File: config.mk
export PLATFORM = sky130hd
export DESIGN_NAME = mem_stage
export DESIGN_NICKNAME = d
export VERILOG_FILES = /design/src/rtl/rv32i_pkg.sv /design/src/rtl/load_extend.sv /design/src/rtl/mem_stage.sv
export SDC_FILE = /design/constraint.sdc
export NUM_CORES = 1
export LEC_CHECK = 0
export CORE_MARGIN = 8
export CORE_UTILIZATION = 49
export CTS_BUF_LIST = sky130_fd_sc_hd__clkbuf_4 sky130_fd_sc_hd__clkbuf_8 sky130_fd_sc_hd__clkbuf_16
export CTS_CLUSTER_SIZE = 8
export DETAILED_ROUTE_END_ITERATION = 7
export DONT_BUFFER_PORTS = 1
export GPL_TIMING_DRIVEN = 0
export SKIP_CTS_REPAIR_TIMING = 1
export SLEW_MARGIN = 10
export SYNTH_ARGS = -nofsm -noshare
export SYNTH_HDL_FRONTEND = slang
export SYNTH_SLANG_ARGS = --single-unit
export TNS_END_PERCENT = 1
File: constraint.sdc
create_clock -name clk -period 1.7 [get_ports clk]
set_input_delay 0.17 -clock clk [delete_from_list [all_inputs] [get_ports clk]]
set_output_delay 0.17 -clock clk [all_outputs]
set_load 0.1 [all_outputs]
File: src/rtl/rv32i_pkg.sv
// Shared RV32I constants and types used by the memory-access stage.
package rv32i_pkg;

    localparam logic [6:0] OP_LOAD  = 7'b0000011;
    localparam logic [6:0] OP_STORE = 7'b0100011;
    localparam logic [6:0] OP_JAL   = 7'b1101111;
    localparam logic [6:0] OP_JALR  = 7'b1100111;

    localparam logic [2:0] F3_B  = 3'b000;
    localparam logic [2:0] F3_H  = 3'b001;
    localparam logic [2:0] F3_W  = 3'b010;
    localparam logic [2:0] F3_BU = 3'b100;
    localparam logic [2:0] F3_HU = 3'b101;

    typedef enum logic {
        IDLE = 1'b0,
        WAIT = 1'b1
    } mem_state_t;

endpackage

File: src/rtl/load_extend.sv
// Aligns the addressed byte/halfword of a read word to bit 0 and sign/zero extends it.
module load_extend
    import rv32i_pkg::*;
(
    input  logic [31:0] rdata,
    input  logic [1:0]  a,
    input  logic [2:0]  funct3,
    output logic [31:0] data
);

    logic [31:0] shifted;

    always_comb begin
        shifted = rdata >> {a, 3'b000};
        case (funct3)
            F3_B:    data = {{24{shifted[7]}}, shifted[7:0]};
            F3_H:    data = {{16{shifted[15]}}, shifted[15:0]};
            F3_BU:   data = {24'h0, shifted[7:0]};
            F3_HU:   data = {16'h0, shifted[15:0]};
            default: data = shifted;
        endcase
    end

endmodule

File: src/rtl/mem_stage.sv
// RV32I memory-access stage: data-memory handshake, store lane steering and
// the MEM/WB output registers. Stalls upstream while an access is outstanding.
//
//   state | meaning
//   IDLE  | no access outstanding; an aligned load/store requests immediately
//   WAIT  | request held with frozen inputs until dmem_ack
module mem_stage
    import rv32i_pkg::*;
(
    input  logic        clk,
    input  logic        rst_n,
    input  logic [31:0] pc4_in,
    input  logic [31:0] b_in,
    input  logic [31:0] c_in,
    input  logic [2:0]  funct3_in,
    input  logic [4:0]  rd_in,
    input  logic [6:0]  opcode_in,
    input  logic        wr_reg_n_in,
    output logic        dmem_req,
    output logic        dmem_we,
    output logic [31:0] dmem_addr,
    output logic [3:0]  dmem_be,
    output logic [31:0] dmem_wdata,
    input  logic [31:0] dmem_rdata,
    input  logic        dmem_ack,
    output logic        stall,
    output logic [31:0] result_out,
    output logic [4:0]  rd_out,
    output logic        wr_reg_n_out,
    output logic        misaligned_out
);

    mem_state_t  state, state_nxt;
    logic        is_load, is_store, is_jump;
    logic        legal_f3, mem_op, misaligned, access;
    logic        req_fsm;
    logic [3:0]  be_base;
    logic [31:0] wdata_lane;
    logic [31:0] load_data;

    always_comb begin
        is_load  = (opcode_in == OP_LOAD);
        is_store = (opcode_in == OP_STORE);
        is_jump  = (opcode_in == OP_JAL) || (opcode_in == OP_JALR);

        legal_f3 = 1'b0;
        if (is_load)
            legal_f3 = (funct3_in == F3_B) || (funct3_in == F3_H) || (funct3_in == F3_W) ||
                       (funct3_in == F3_BU) || (funct3_in == F3_HU);
        else if (is_store)
            legal_f3 = (funct3_in == F3_B) || (funct3_in == F3_H) || (funct3_in == F3_W);

        mem_op     = (is_load || is_store) && legal_f3;
        misaligned = mem_op && (((funct3_in[1:0] == 2'b01) && c_in[0]) ||
                                ((funct3_in[1:0] == 2'b10) && (c_in[1:0] != 2'b00)));
        access     = mem_op && !misaligned;
    end

    always_ff @(posedge clk or negedge rst_n) begin
        if (!rst_n)
            state <= IDLE;
        else
            state <= state_nxt;
    end

    always_comb begin
        state_nxt = state;
        req_fsm   = 1'b0;
        case (state)
            IDLE: begin
                if (access) begin
                    req_fsm = 1'b1;
                    if (!dmem_ack)
                        state_nxt = WAIT;
                end
            end
            WAIT: begin
                req_fsm = 1'b1;
                if (dmem_ack)
                    state_nxt = IDLE;
            end
            default: state_nxt = IDLE;
        endcase
    end

    // Reset must silence the bus immediately, not only after the next edge.
    assign dmem_req = req_fsm && rst_n;
    assign dmem_we  = dmem_req && is_store;
    assign stall    = dmem_req && !dmem_ack;

    always_comb begin
        case (funct3_in[1:0])
            2'b00: begin
                be_base    = 4'b0001;
                wdata_lane = {4{b_in[7:0]}};
            end
            2'b01: begin
                be_base    = 4'b0011;
                wdata_lane = {2{b_in[15:0]}};
            end
            default: begin
                be_base    = 4'b1111;
                wdata_lane = b_in;
            end
        endcase
    end

    assign dmem_addr  = {c_in[31:2], 2'b00};
    assign dmem_be    = be_base << c_in[1:0];
    assign dmem_wdata = is_store ? wdata_lane : 32'h0;

    load_extend u_load_extend (
        .rdata  (dmem_rdata),
        .a      (c_in[1:0]),
        .funct3 (funct3_in),
        .data   (load_data)
    );

    // Stall, misaligned and illegal-funct3 cycles are bubbles: write disabled, value held.
    always_ff @(posedge clk or negedge rst_n) begin
        if (!rst_n) begin
            result_out     <= 32'h0;
            rd_out         <= 5'd0;
            wr_reg_n_out   <= 1'b1;
            misaligned_out <= 1'b0;
        end else if (stall) begin
            wr_reg_n_out   <= 1'b1;
            misaligned_out <= 1'b0;
        end else if (misaligned) begin
            wr_reg_n_out   <= 1'b1;
            misaligned_out <= 1'b1;
        end else if ((is_load || is_store) && !mem_op) begin
            wr_reg_n_out   <= 1'b1;
            misaligned_out <= 1'b0;
        end else begin
            misaligned_out <= 1'b0;
            rd_out         <= rd_in;
            wr_reg_n_out   <= is_store ? 1'b1 : wr_reg_n_in;
            if (is_load)
                result_out <= load_data;
            else if (is_jump)
                result_out <= pc4_in;
            else
                result_out <= c_in;
        end
    end

endmodule
After elaboration in Yosys (flattened, before gate mapping)
Cells that the tools add are included.
Cells by class
  equality and inequality tests: 10
  shift-type cells: 2
  reductions and logical operators: 23
  bitwise gates (word level): 4
  multiplexer cells: 19
Operator list (count)
  $pmux 32 s4: 1
  $mux 32: 3
  $pmux 32 s2: 1
  $shr 32x5->32: 1
  $eq 7x7->1 const B: 2
  $mux 1: 11
  $logic_and 1x1->1: 9
  $pmux 4 s2: 1
  $eq 7x2->1 const B: 1
  $eq 7x6->1 const B: 1
  $logic_or 1x1->1: 7
  $eq 3x3->1 const B: 2
  $not 1->1: 4
  $pmux 1 s2: 2
  $shl 4x2->4: 1
  $eq 3x1->1 const B: 1
  $eq 3x2->1 const B: 1
  $logic_not 1->1: 3
  $logic_not 3->1: 1
  $reduce_and 3->1: 1
  $eq 2x1->1 const B: 1
  $eq 2x2->1 const B: 1
  $logic_not 2->1: 1
  $reduce_bool 2->1: 1
Word-level totals
  word-level logic and storage cells: 63
  input port bits: 147
  bits in registers: 40

Depth between registers and ports, before layout
  depth after elaboration: 16
  gate-level depth with buffers: 7
  depth with buffers taken out: 5

Cells and area by module
From an unflattened synthesis, not the netlist that was laid out.
Unflattened totals
  cells, all modules: 503
  area total of the unflattened synthesis: 3941.3 um^2
Modules (own cells, without submodules)
  mem_stage: area an instance 3246.9 um^2, times used 1, cells an instance 396
  load_extend: area an instance 694.4 um^2, times used 1, cells an instance 107

Worst setup path before layout
No wires, ideal clock.
  path type: input -> output
  start point: in c_in[1]
  end point: out dmem_we
  setup slack: -2.754 ns
  required time: 1.530 ns
  stages: 5
  arrival: 4.284 ns
  buffers on the path: 1
  path through: clkbuf_2 -> nor2_1 -> o22a_1 -> a31oi_1 -> nor3b_1
On the way
  longest elaborated chain between the ends: 10
Ends and longest elaborated chain
  start, declared: line mem_stage.sv:14  | input logic [31:0] c_in,
  $reduce_bool 2->1: line mem_stage.sv:55  | ((funct3_in[1:0] == 2'b10) && (c_in[1:0] != 2'b00)));
  $logic_and 1x1->1: line mem_stage.sv:55
  $logic_or 1x1->1: line mem_stage.sv:54  | misaligned = mem_op && (((funct3_in[1:0] == 2'b01) && c_in[0]) ||
  $logic_and 1x1->1: line mem_stage.sv:54
  $logic_not 1->1: line mem_stage.sv:56  | access = mem_op && !misaligned;
  $logic_and 1x1->1: line mem_stage.sv:56
  $mux 1: line mem_stage.sv:71  | if (access) begin
  $pmux 1 s2: line mem_stage.sv:69  | case (state)
  $logic_and 1x1->1: line mem_stage.sv:87  | assign dmem_req = req_fsm && rst_n;
  $logic_and 1x1->1: line mem_stage.sv:88  | assign dmem_we = dmem_req && is_store;
  end, declared: line mem_stage.sv:20  | output logic dmem_we,
Every way passes these cells.

Worst setup path after layout
Same ends and word-level chain as after synthesis.

==> summary.md <==
| Metric | Value |
|---|---|
| Fin. max-slew vios | 0 |
| Compound-Gate Fraction of Synth Area | 17.83% |
| Reg-to-reg endpoint | result_out[9] |
| Slew headroom | 27.48% |
| Crit path kind | input port to output pin |
| Syn Inst Count | 458 |
| Fin crit share | 137.3% |
| Antenna diodes | 0 |
| Wire per inst | 25.05 um |
| Area of the multi-input gates | 2516 um2 |
| Synth Area in Adders | 0% |
| Final Setup Violations | 64 |
| Fmax | 428.6 MHz |
| Met3 usage in global routing | 11.44% |
| HP Class | input port to flop |
| Failing checks | setup timing |
| CP endpoint | dmem_we |
| Placed Cells | 558 |
| Chip width | 102.1 um |
| Hold Fails Final Rpt | 0 |
| Row count | 31 |
| Grt ovf | 0 |
| Final net count | 619 |
| DR pass1 iterations | 4 |
| Antenna Nets Post-Route | 0 |
| Tmin final | 2333 ps |
| Synth Register Bits | 40 |
| Routed via count | 3491 |
| Num CTS Buffers | 5 |
| Drt initial violations | 165 |
| Layout Cells excl Fill | 572 |
| Largest family of logic cells by synthesized area | multiplexers |
| RSZ-0062 raised after global routing | yes |
| Post-synthesis mux area share | 21.72% |
| Post-synth top flop | dfrtp_1 |
| Overall Global Routing Usage | 25.25% |
| Vias per cell | 6.103 |
| CTS tree | yes |
| Max VDD drop | 0.4757 mV |
| IO Port Bufs | 0 |
| Worst setup margin | -633.4 ps |
| GR Util met1 | 26.82% |
| Syn avg cell area | 7.936 um2 |
| GR peak layer | met2 |
| Place WS | -908.7 ps |
| Worst reg2reg startpoint | state |
| Post-DP HPWL | 11.46 mm |
| Largest net degree at the start of global routing | 44 |
| Leak | 1.812 nW |
| Sequential standard cell area | 1002 um2 |
| # clock sinks | 40 |
| XOR/XNOR Fraction of Synth Area | 0% |
| Slew @ Worst Pin | 1083 ps |
| Share of cells above drive strength 1 | 31.71% |
| Post-synthesis sequential area ratio | 27.57% |
| Total I/O pin count | 257 |
| Root Buffer | clkbuf_8 |
| Initial core utilization | 50.38% |
| DIE AREA | 10430 um2 |
| CP required | 1530 ps |
| CP max FO | 6 |
| Worst R2R Setup Slack | 20 ps |
| CTS H-Tree Depth | 2 |
| EDFF count, synth | 0 |
| Core area | 7214 um2 |
| Area delta synth->final | 18.55% |
| Post-synth ARST share | 100.0% |
| R2R cell count | 4 |
| Synth warn | 0 |
| Vias in the first global route | 3564 |
| Crit path arrival time | 2160 ps |
| Worst Setup SP | c_in[1] |
| Worst-path clk slew | 90 ps |
| Clk_skew | 6.349 ps |
| Routed wire length | 14.33 mm |
| Worst setup EP type | output pin |
| Layout fillers | 707 |
| # DRC | 0 |
| CTS Buffer Depth | 2 |
| Outcome | finished, violations left |
| Synth Area in Simple Gates | 20.90% |
| Critical Path Source Type | input port |
| Post-synthesis cell area | 3635 um2 |
| GR Layer Usage met2 | 43.68% |
| Netlist cell types | 39 |
| Max cap viols | 0 |
| Placer congestion estimate | 0.8318 |
| Initial antenna violation count | 1 |
| Clock Latency Late Sink | 300 ps |
| Die H | 102.1 um |
| Power per cell area | 760.0 nW/um2 |
| Global-route wire length before repair | 20.12 mm |
## flip-flops by register name (all words and copies together), names as in the netlist
register and cells:
state 1, rd_out 5, misaligned_out 1, wr_reg_n_out 1, result_out 32
## cell usage after synthesis, types with 2 or more instances
| cell | instances | area, um2 |
|---|---|---|
| o21ai_0 | 2 | 10.01 |
| buf_6 | 3 | 33.78 |
| nand3b_1 | 2 | 15.01 |
| a211oi_1 | 8 | 60.06 |
| nor2_1 | 52 | 195.2 |
| nor2b_1 | 11 | 68.82 |
| or3_1 | 2 | 12.51 |
| mux2i_1 | 35 | 350.3 |
| buf_4 | 33 | 247.7 |
| a21oi_1 | 33 | 165.2 |
| a32oi_1 | 16 | 140.1 |
| clkbuf_1 | 22 | 82.58 |
| and3_1 | 9 | 56.30 |
| a211o_1 | 7 | 61.31 |
| nand2_1 | 89 | 334.1 |
| a31oi_1 | 17 | 106.4 |
| dfrtp_1 | 39 | 975.9 |
| or2_2 | 2 | 12.51 |
| buf_2 | 11 | 55.05 |
| nand2b_1 | 4 | 25.02 |
| mux2_2 | 37 | 416.7 |
| o2bb2ai_1 | 7 | 61.31 |
## cell usage in the layout, fill, tap and decap left out, types with 2 or more instances in the layout
master / synthesis / routed
o2bb2ai_1: 7 / 7
conb_1: 1 / 2
buf_6: 3 / 3
and3_4: 0 / 3
a211oi_1: 8 / 8
buf_2: 11 / 11
or3_1: 2 / 2
nor3b_4: 0 / 2
clkbuf_1: 22 / 16
nor2b_2: 0 / 2
clkbuf_4: 0 / 2
a21oi_1: 33 / 25
and3_2: 0 / 5
clkbuf_2: 1 / 3
nand3b_1: 2 / 2
dlygate4sd3_1: 0 / 3
or2_2: 2 / 2
o21ai_0: 2 / 2
nand2_1: 89 / 88
clkbuf_8: 0 / 7
dfrtp_1: 39 / 39
nand2_4: 0 / 2
a31oi_1: 17 / 16
nand2b_1: 4 / 3
a21oi_4: 0 / 8
mux2i_1: 35 / 35
mux2_2: 37 / 37
nor2_1: 52 / 33
nor2b_1: 11 / 9
a211o_1: 7 / 7
nor2_4: 0 / 18
a32oi_1: 16 / 16
buf_4: 33 / 35
## per-stage QoR
stage	cell area, um2	util [%]	power, W	TNS, ps	hold slack [ps]
finish	4309	59.73	0.003275	-19150	8.892
global route	4309	59.73	0.003368	-26150	1.693
CTS	4148	57.49	0.003238	-27270	-455.4
detailed placement	4026	55.81	0.002379	-38660	-124.0
global placement	4026	55.81	0.002371	-37590	-124.2
floorplan	3902	-	0.002287	-20050	-125.6
## critical path, stage by stage
cell and delay (ps):
clkbuf_16 130, nor2_4 540, o22a_1 280, a31oi_4 140
nor3b_4 900
## layer usage
metal | part of all wire (%) | wire length [um] | vias to the layer above
li1 | - | - | 1600
met1 | 35 | 5042 | 1689
met2 | 50 | 7120 | 175
met3 | 13 | 1865 | 25
met4 | 2.0 | 290 | 2
met5 | 0.077 | 11 | -
## kinds of logic (layout without fill, tap and decap cells)
logic type             after synthesis  in the layout
AND/OR/NAND/NOR                    176            176
AO/OA/AOI/OAI                       96             96
multiplexers                        73             73
buffers and inverters               72             86
flip-flops                          40             40
other                                1              2
## cell type report
class                           count  area share (%)
Buffer                             71           10.89
Clock buffer                        6           1.916
Clock inverter                      2          0.9001
Inverter                            1         0.08711
Multi-Input combinational cell    347           58.39
Sequential cell                    40           23.26
Tap cell                           99           2.875
Timing Repair Buffer                6           1.684
## worst min-delay path by stage
| stage | slack (ps) | startpoint | to | cells past startpoint |
|---|---|---|---|---|
| floorplan | -130 | rst_n | misaligned_out | 0 |
| global placement | -120 | rst_n | result_out[20] | 0 |
| detailed placement | -120 | rst_n | result_out[20] | 0 |
| CTS | -460 | rst_n | misaligned_out | 0 |
| global route | 2 | rd_in[1] | rd_out[1] | 1 |
| finish | 9 | rd_in[3] | rd_out[3] | 1 |
## power by group
group / internal, W / switching (W) / leakage [nW] / total (W)
Clock: 0.000481 / 0.000385 / 0.0614 / 0.000866
Sequential: 0.00100 / 0.000494 / 0.470 / 0.00150
Combinational: 0.000270 / 0.000644 / 1.28 / 0.000913
Total: 0.00175 / 0.00152 / 1.81 / 0.00327
No activity file was read; power rests on OpenSTA's default activity.
